`src/rtl/fp_pkg.sv`:
```
// Shared types and helpers for the pipelined floating-point multiplier:
// operand classes, flag bit positions, exponent bias and canonical quiet NaN.
package fp_pkg;

  typedef enum logic [2:0] {
    FP_ZERO,
    FP_NORM,
    FP_INF,
    FP_QNAN,
    FP_SNAN
  } fp_class_e;

  localparam int FLG_INV = 3;
  localparam int FLG_OVF = 2;
  localparam int FLG_UNF = 1;
  localparam int FLG_INX = 0;

  // Widest format the helpers can describe; callers slice down to their width.
  localparam int FP_MAX_W = 128;

  function automatic int fp_bias(input int exp_w);
    return (1 << (exp_w - 1)) - 1;
  endfunction

  function automatic logic [FP_MAX_W-1:0] fp_qnan(input int exp_w, input int man_w);
    logic [FP_MAX_W-1:0] one;
    one = FP_MAX_W'(1);
    return (((one << exp_w) - one) << man_w) | (one << (man_w - 1));
  endfunction

endpackage

```
`src/rtl/fp_unpack.sv`:
```
// Splits an IEEE-754 operand into sign, exponent and mantissa with hidden bit,
// and classifies it. Subnormals report as zero so they flush downstream.
module fp_unpack
  import fp_pkg::*;
#(
  parameter int EXP_W = 8,
  parameter int MAN_W = 23
) (
  input  logic [EXP_W+MAN_W:0] op,
  output logic                 sign,
  output logic [EXP_W-1:0]     exp_f,
  output logic [MAN_W:0]       mant,
  output fp_class_e            cls
);

  logic [MAN_W-1:0] frac;

  assign sign  = op[EXP_W+MAN_W];
  assign exp_f = op[EXP_W+MAN_W-1:MAN_W];
  assign frac  = op[MAN_W-1:0];
  assign mant  = {1'b1, frac};

  always_comb begin
    cls = FP_NORM;
    if (exp_f == '0) begin
      cls = FP_ZERO;
    end else if (&exp_f) begin
      if (frac == '0) begin
        cls = FP_INF;
      end else if (frac[MAN_W-1]) begin
        cls = FP_QNAN;
      end else begin
        cls = FP_SNAN;
      end
    end
  end

endmodule

```
`src/rtl/fp_mul_pipe.sv`:
```
// Three-stage IEEE-754 multiplier (unpack, multiply, normalise/round/pack)
// with a valid/ready stream interface; a stalled output freezes every stage.
module fp_mul_pipe
  import fp_pkg::*;
#(
  parameter int EXP_W = 8,
  parameter int MAN_W = 23
) (
  input  logic                 clk,
  input  logic                 rst_n,
  input  logic                 in_valid,
  output logic                 in_ready,
  input  logic [EXP_W+MAN_W:0] in1,
  input  logic [EXP_W+MAN_W:0] in2,
  output logic                 out_valid,
  input  logic                 out_ready,
  output logic [EXP_W+MAN_W:0] out,
  output logic [3:0]           flags
);

  localparam int W   = 1 + EXP_W + MAN_W;
  localparam int ESW = EXP_W + 2;
  localparam int PW  = 2 * MAN_W + 2;

  localparam logic [ESW-1:0] BIAS  = ESW'(fp_bias(EXP_W));
  localparam logic [ESW-1:0] E_MAX = ESW'((1 << EXP_W) - 1);
  localparam logic [W-1:0]   QNAN  = W'(fp_qnan(EXP_W, MAN_W));

  logic adv;

  assign adv      = !out_valid || out_ready;
  assign in_ready = adv;

  // Stage 1: unpack and classify
  logic             sa, sb;
  logic [EXP_W-1:0] ea, eb;
  logic [MAN_W:0]   ma, mb;
  fp_class_e        ca, cb;
  logic [ESW-1:0]   esum_c;

  fp_unpack #(.EXP_W(EXP_W), .MAN_W(MAN_W)) u_unpack_a (
    .op    (in1),
    .sign  (sa),
    .exp_f (ea),
    .mant  (ma),
    .cls   (ca)
  );

  fp_unpack #(.EXP_W(EXP_W), .MAN_W(MAN_W)) u_unpack_b (
    .op    (in2),
    .sign  (sb),
    .exp_f (eb),
    .mant  (mb),
    .cls   (cb)
  );

  // Two's-complement in ESW bits; negative sums appear with the top bit set.
  assign esum_c = {2'b00, ea} + {2'b00, eb} - BIAS;

  logic           v1, sign1;
  logic [ESW-1:0] esum1;
  logic [MAN_W:0] ma1, mb1;
  fp_class_e      ca1, cb1;

  always_ff @(posedge clk or negedge rst_n) begin
    if (!rst_n) begin
      v1    <= 1'b0;
      sign1 <= 1'b0;
      esum1 <= '0;
      ma1   <= '0;
      mb1   <= '0;
      ca1   <= FP_ZERO;
      cb1   <= FP_ZERO;
    end else if (adv) begin
      v1    <= in_valid;
      sign1 <= sa ^ sb;
      esum1 <= esum_c;
      ma1   <= ma;
      mb1   <= mb;
      ca1   <= ca;
      cb1   <= cb;
    end
  end

  // Stage 2: full-width mantissa product
  logic           v2, sign2;
  logic [ESW-1:0] esum2;
  logic [PW-1:0]  prod2;
  fp_class_e      ca2, cb2;

  always_ff @(posedge clk or negedge rst_n) begin
    if (!rst_n) begin
      v2    <= 1'b0;
      sign2 <= 1'b0;
      esum2 <= '0;
      prod2 <= '0;
      ca2   <= FP_ZERO;
      cb2   <= FP_ZERO;
    end else if (adv) begin
      v2    <= v1;
      sign2 <= sign1;
      esum2 <= esum1;
      prod2 <= {{(MAN_W+1){1'b0}}, ma1} * {{(MAN_W+1){1'b0}}, mb1};
      ca2   <= ca1;
      cb2   <= cb1;
    end
  end

  // Stage 3: normalise, round to nearest even, range check, special cases
  logic [PW-2:0]  norm;
  logic [MAN_W-1:0] frac_t;
  logic           guard, sticky, rnd_up;
  logic [MAN_W:0] frac_r;
  logic [ESW-1:0] e_norm, e_fin;
  logic           ovf, unf;
  logic           nan_a, nan_b, snan_any, inf_a, inf_b, zero_a, zero_b;
  logic [W-1:0]   res;
  logic [3:0]     flg;

  always_comb begin
    // After this, the leading one sits just above norm's top bit.
    norm   = prod2[PW-1] ? prod2[PW-2:0] : {prod2[PW-3:0], 1'b0};
    e_norm = esum2 + {{(ESW-1){1'b0}}, prod2[PW-1]};
    frac_t = norm[PW-2 -: MAN_W];
    guard  = norm[PW-2-MAN_W];
    sticky = |norm[PW-3-MAN_W:0];
    rnd_up = guard && (sticky || frac_t[0]);
    frac_r = {1'b0, frac_t} + {{MAN_W{1'b0}}, rnd_up};
    // A carry out of rounding leaves the fraction all-zero, so only the exponent moves.
    e_fin  = e_norm + {{(ESW-1){1'b0}}, frac_r[MAN_W]};
    ovf    = !e_fin[ESW-1] && (e_fin >= E_MAX);
    unf    = e_fin[ESW-1] || (e_fin == '0);

    nan_a    = (ca2 == FP_QNAN) || (ca2 == FP_SNAN);
    nan_b    = (cb2 == FP_QNAN) || (cb2 == FP_SNAN);
    snan_any = (ca2 == FP_SNAN) || (cb2 == FP_SNAN);
    inf_a    = (ca2 == FP_INF);
    inf_b    = (cb2 == FP_INF);
    zero_a   = (ca2 == FP_ZERO);
    zero_b   = (cb2 == FP_ZERO);

    res          = {sign2, e_fin[EXP_W-1:0], frac_r[MAN_W-1:0]};
    flg          = '0;
    flg[FLG_INX] = guard | sticky;

    if (ovf) begin
      res          = {sign2, {EXP_W{1'b1}}, {MAN_W{1'b0}}};
      flg[FLG_OVF] = 1'b1;
      flg[FLG_INX] = 1'b1;
    end else if (unf) begin
      res          = {sign2, {(W-1){1'b0}}};
      flg[FLG_UNF] = 1'b1;
      flg[FLG_INX] = 1'b1;
    end

    if (nan_a || nan_b) begin
      res          = QNAN;
      flg          = '0;
      flg[FLG_INV] = snan_any;
    end else if ((inf_a && zero_b) || (zero_a && inf_b)) begin
      res          = QNAN;
      flg          = '0;
      flg[FLG_INV] = 1'b1;
    end else if (inf_a || inf_b) begin
      res = {sign2, {EXP_W{1'b1}}, {MAN_W{1'b0}}};
      flg = '0;
    end else if (zero_a || zero_b) begin
      res = {sign2, {(W-1){1'b0}}};
      flg = '0;
    end
  end

  always_ff @(posedge clk or negedge rst_n) begin
    if (!rst_n) begin
      out_valid <= 1'b0;
      out       <= '0;
      flags     <= '0;
    end else if (adv) begin
      out_valid <= v2;
      out       <= res;
      flags     <= flg;
    end
  end

endmodule

```
`config.mk`:
```
export PLATFORM = sky130hd
export DESIGN_NAME = fp_mul_pipe
export DESIGN_NICKNAME = d
export VERILOG_FILES = /design/src/rtl/fp_pkg.sv /design/src/rtl/fp_unpack.sv /design/src/rtl/fp_mul_pipe.sv
export SDC_FILE = /design/constraint.sdc
export NUM_CORES = 2
export LEC_CHECK = 0
export BUFFER_PORTS_ARGS = -buffer_cell sky130_fd_sc_hd__clkbuf_2
export CAP_MARGIN = 20
export CORE_MARGIN = 2
export CORE_UTILIZATION = 30
export DETAILED_ROUTE_END_ITERATION = 10
export SKIP_LAST_GASP = 1
export SYNTH_ARGS = -nofsm -noshare
export SYNTH_HDL_FRONTEND = slang
export SYNTH_SLANG_ARGS = --single-unit
```
`constraint.sdc`:
```
create_clock -name clk -period 7.86 [get_ports clk]
set_clock_uncertainty 0.1 [all_clocks]
set_input_delay 1.179 -clock clk [delete_from_list [all_inputs] [get_ports clk]]
set_output_delay 1.179 -clock clk [all_outputs]
set_load 0.1 [all_outputs]
```
==> flow_summary.toml <==
[global_route]
grt_use_total_pct = 15.7
antenna_found_initial = 0
grt_pass1_wl_mm = 115
overflow = 0
grt_max_degree = 151
grt_pass1_vias = 21300

[sta]
fmaxAchievable_mhz = 133
worst_pin_slew_ps = 1050
fin_tns_setup_ps = 0
min_period_ps = 7510
fin_crit_sh_pct = 95.5
final_hold_viol_count = 0
grt_setup_unrepaired = "no"
finalSetupViolCount = 0
relSlewSlack_pct = 30.3
drv_slew = 0

[clock_tree]
clk_root_buffer_cell = "clkbuf_16"
cts_hold_buf = 0
clk_latency_ps = 500
cts_tree = "yes"
cts_inserted_buffers = 17
postCtsSetupBuffers = 0
clk_path_buf_depth = 2
clock-sinks = 168
cts.htree.levels = 4
clk_pin_slew_worst_paths_ps = 90

[worst_setup_path]
regToRegSetupSlack_ps = 350
path_class = "reg -> reg"
cp_common_cell = "fa_1"
cp_cell_sequence = "and2_1, fa_1, inv_1, fa_1, inv_1, fa_1, inv_1, fa_1, inv_1, fa_1, fa_1, inv_1, fa_1, inv_1, ha_1, a21oi_1, o21ai_0, or2_2, o31ai_1, a41o_1, a211o_1, a2111oi_0, a211oi_1"
worstPathRequired_ps = 8170
crit_path_end_kind = "flop"
timing.rr.end = "prod2[46]"
worst_setup_path_start_kind = "flop"
worstPathArrival_ps = 7820
critPathMaxStageDelay_ps = 620
rr_worst_depth = 23
path_max_fanout = 17
r2r_start = "ma1[7]"
critical-path-slowest-cell = "dfrtp_1"

[finish]
drive_above_1_share_pct = 7.69
multi_input_area_um2 = 20200
diodes = 0
fin_util_pct = 33.1
syn_to_final_growth_pct = 9.70
seqCellArea_um2 = 4210
nNetsFinal = 3865
fillCellCount = 9329

[yosys]
synthTopCellsByCount = "607 x nand2_1, 573 x inv_1, 484 x fa_1"
netlist_instances = 3078
async_flop_share_pct = 100
synth_ff_type = "dfrtp_1"
synth.most_common_cell = "nand2_1"
synth_top_area_share_pct = 35.7
synth_area_um2 = 27200
avgSynthCellArea_um2 = 8.82
synth.ff_latch_count = 168
yosysTopAreaCell = "fa_1"
ys_types = 73
ys_seq_area_share_pct = 15.5
synth.net_count = 3822
synth_area_leaders = "fa_1 36%, dfrtp_1 15%, ha_1 8.8%, nand2_1 8.4%, inv_1 7.9%"
synth_edf_count = 0
synth.yosys.warnings = 0

[routing]
viasPerCell = 4.73
wl_per_cell_um = 16.2
drc = 0
drtAntennaViolNets = 0
drtIter0Drc = 1220
num_vias = 20400
drt-pass1-iter-count = 5
finalWirelength_mm = 69.9

[die]
rows = 110
die_area_um2 = 92900
initial_core_util_pct = 30.2
boundaryPins = 106
core_um2 = 89900
die_h_um = 305
die_w_um = 305

[place]
dp_hpwl_mm = 57.7
place.gp.congestion = 0.895
port_buffers = 105

[hold_path]
hold_start = "v2"
hold_path_depth = 1
hold_path.class = "reg -> reg"
hold_end = "out_valid"

[outcome]
status = "complete, no violations"

[flow_run]
drv_cap = 0
per-layer routing:
| layer | share of wire [%] | track usage [%] | vias up |
|---|---|---|---|
| met5 | 0 | 0 | - |
| met4 | 2.1 | 4.01 | 0 |
| met3 | 6.1 | 3.50 | 77 |
| met2 | 48 | 25.7 | 448 |
| met1 | 44 | 20.9 | 10400 |
| li1 | - | - | 9449 |
critical path: cells and delay by family, from the launching register on:
family	cells	cell delay [ps]
buffers and inverters	6	290
adder cells (fa/ha/maj)	8	3850
flip-flops	1	620
AO/OA/AOI/OAI	7	1920
AND/OR/NAND/NOR	2	650
stage by stage:
| step | hold WS [ps] | instances | cell area [um2] | setup WS [ps] |
|---|---|---|---|---|
| after floorplan | 330 | 3078 | 27200 | 1070 |
| after global placement | 341 | 4278 | 29200 | 402 |
| after global routing | 386 | 4310 | 29800 | 9.00 |
| final | 363 | 4310 | 29800 | 351 |
| after CTS | 366 | 4310 | 29800 | 289 |
| after detailed placement | 348 | 4278 | 29200 | 329 |
sequential cells by signal, summed over array words and instances (netlist names):
signal,count
prod2,48
v2,1
sign1,1
cb2,3
out_valid,1
out,32
sign2,1
v1,1
esum1,10
ma1,24
ca1,3
ca2,3
cb1,3
mb1,23
flags,4
esum2,10
how the worst max path moves through the flow:
stage                     startpoint        end  cells after the start
after CTS                     mb1[7]  prod2[46]                     23
after global placement        mb1[7]  prod2[46]                     23
after detailed placement      mb1[7]  prod2[46]                     23
after global routing          ma1[7]  prod2[46]                     23
after floorplan              ma1[23]  prod2[37]                     23
final                         ma1[7]  prod2[46]                     23
cell type report:
type | count | area share [%]
multi-input cells | 2184 | 67.9
flip-flops and latches | 168 | 14.1
inverters | 574 | 7.24
well taps | 1176 | 4.94
repair buffers | 176 | 3.66
clock buffers | 17 | 1.43
clock inverters | 15 | 0.664
repair_timing:
item,in CTS,in global routing
resized for setup,0,4
endpoints found under the setup margin,0,3
hold endpoints to repair,0,0
layout by cell type (no fill, tap or decap), types with 4 or more instances in the layout:
master / n
nand2_1: 607
inv_1: 572
fa_1: 484
and2_1: 297
ha_1: 192
dfrtp_1: 165
clkbuf_2: 104
a21oi_1: 101
nor2_1: 85
buf_4: 69
o21ai_0: 45
xor2_1: 40
xnor2_1: 38
nand3_1: 30
a22o_1: 24
nand4_1: 19
mux2i_1: 18
nor4_1: 18
clkbuf_16: 17
nor3_1: 15
and3_1: 12
a21o_1: 11
a211oi_1: 10
nor2b_1: 10
o21bai_1: 8
o31ai_1: 8
a31oi_1: 7
o21a_1: 7
nand2b_1: 6
o22a_1: 6
or3_1: 5
or2_2: 5
o211ai_1: 5
mux2_2: 4
nand3b_1: 4
inv_8: 4
logic make-up (layout without fill, tap and decap cells):
kind of cell,count (synthesis),in the layout,synth area share (%)
DFF,168,168,15.5
and+or+nand+nor,1132,1132,19.7
adders and majority gates,676,676,44.5
buffers and inverters,726,782,10.1
xor gates and xnor gates,78,78,2.52
muxes,22,22,0.829
AOI/OAI and AO/OA,276,276,6.88
Power is left out: the tool's default activity adds up to more than one toggle a clock period on the data nets, which glitch-free logic cannot reach.
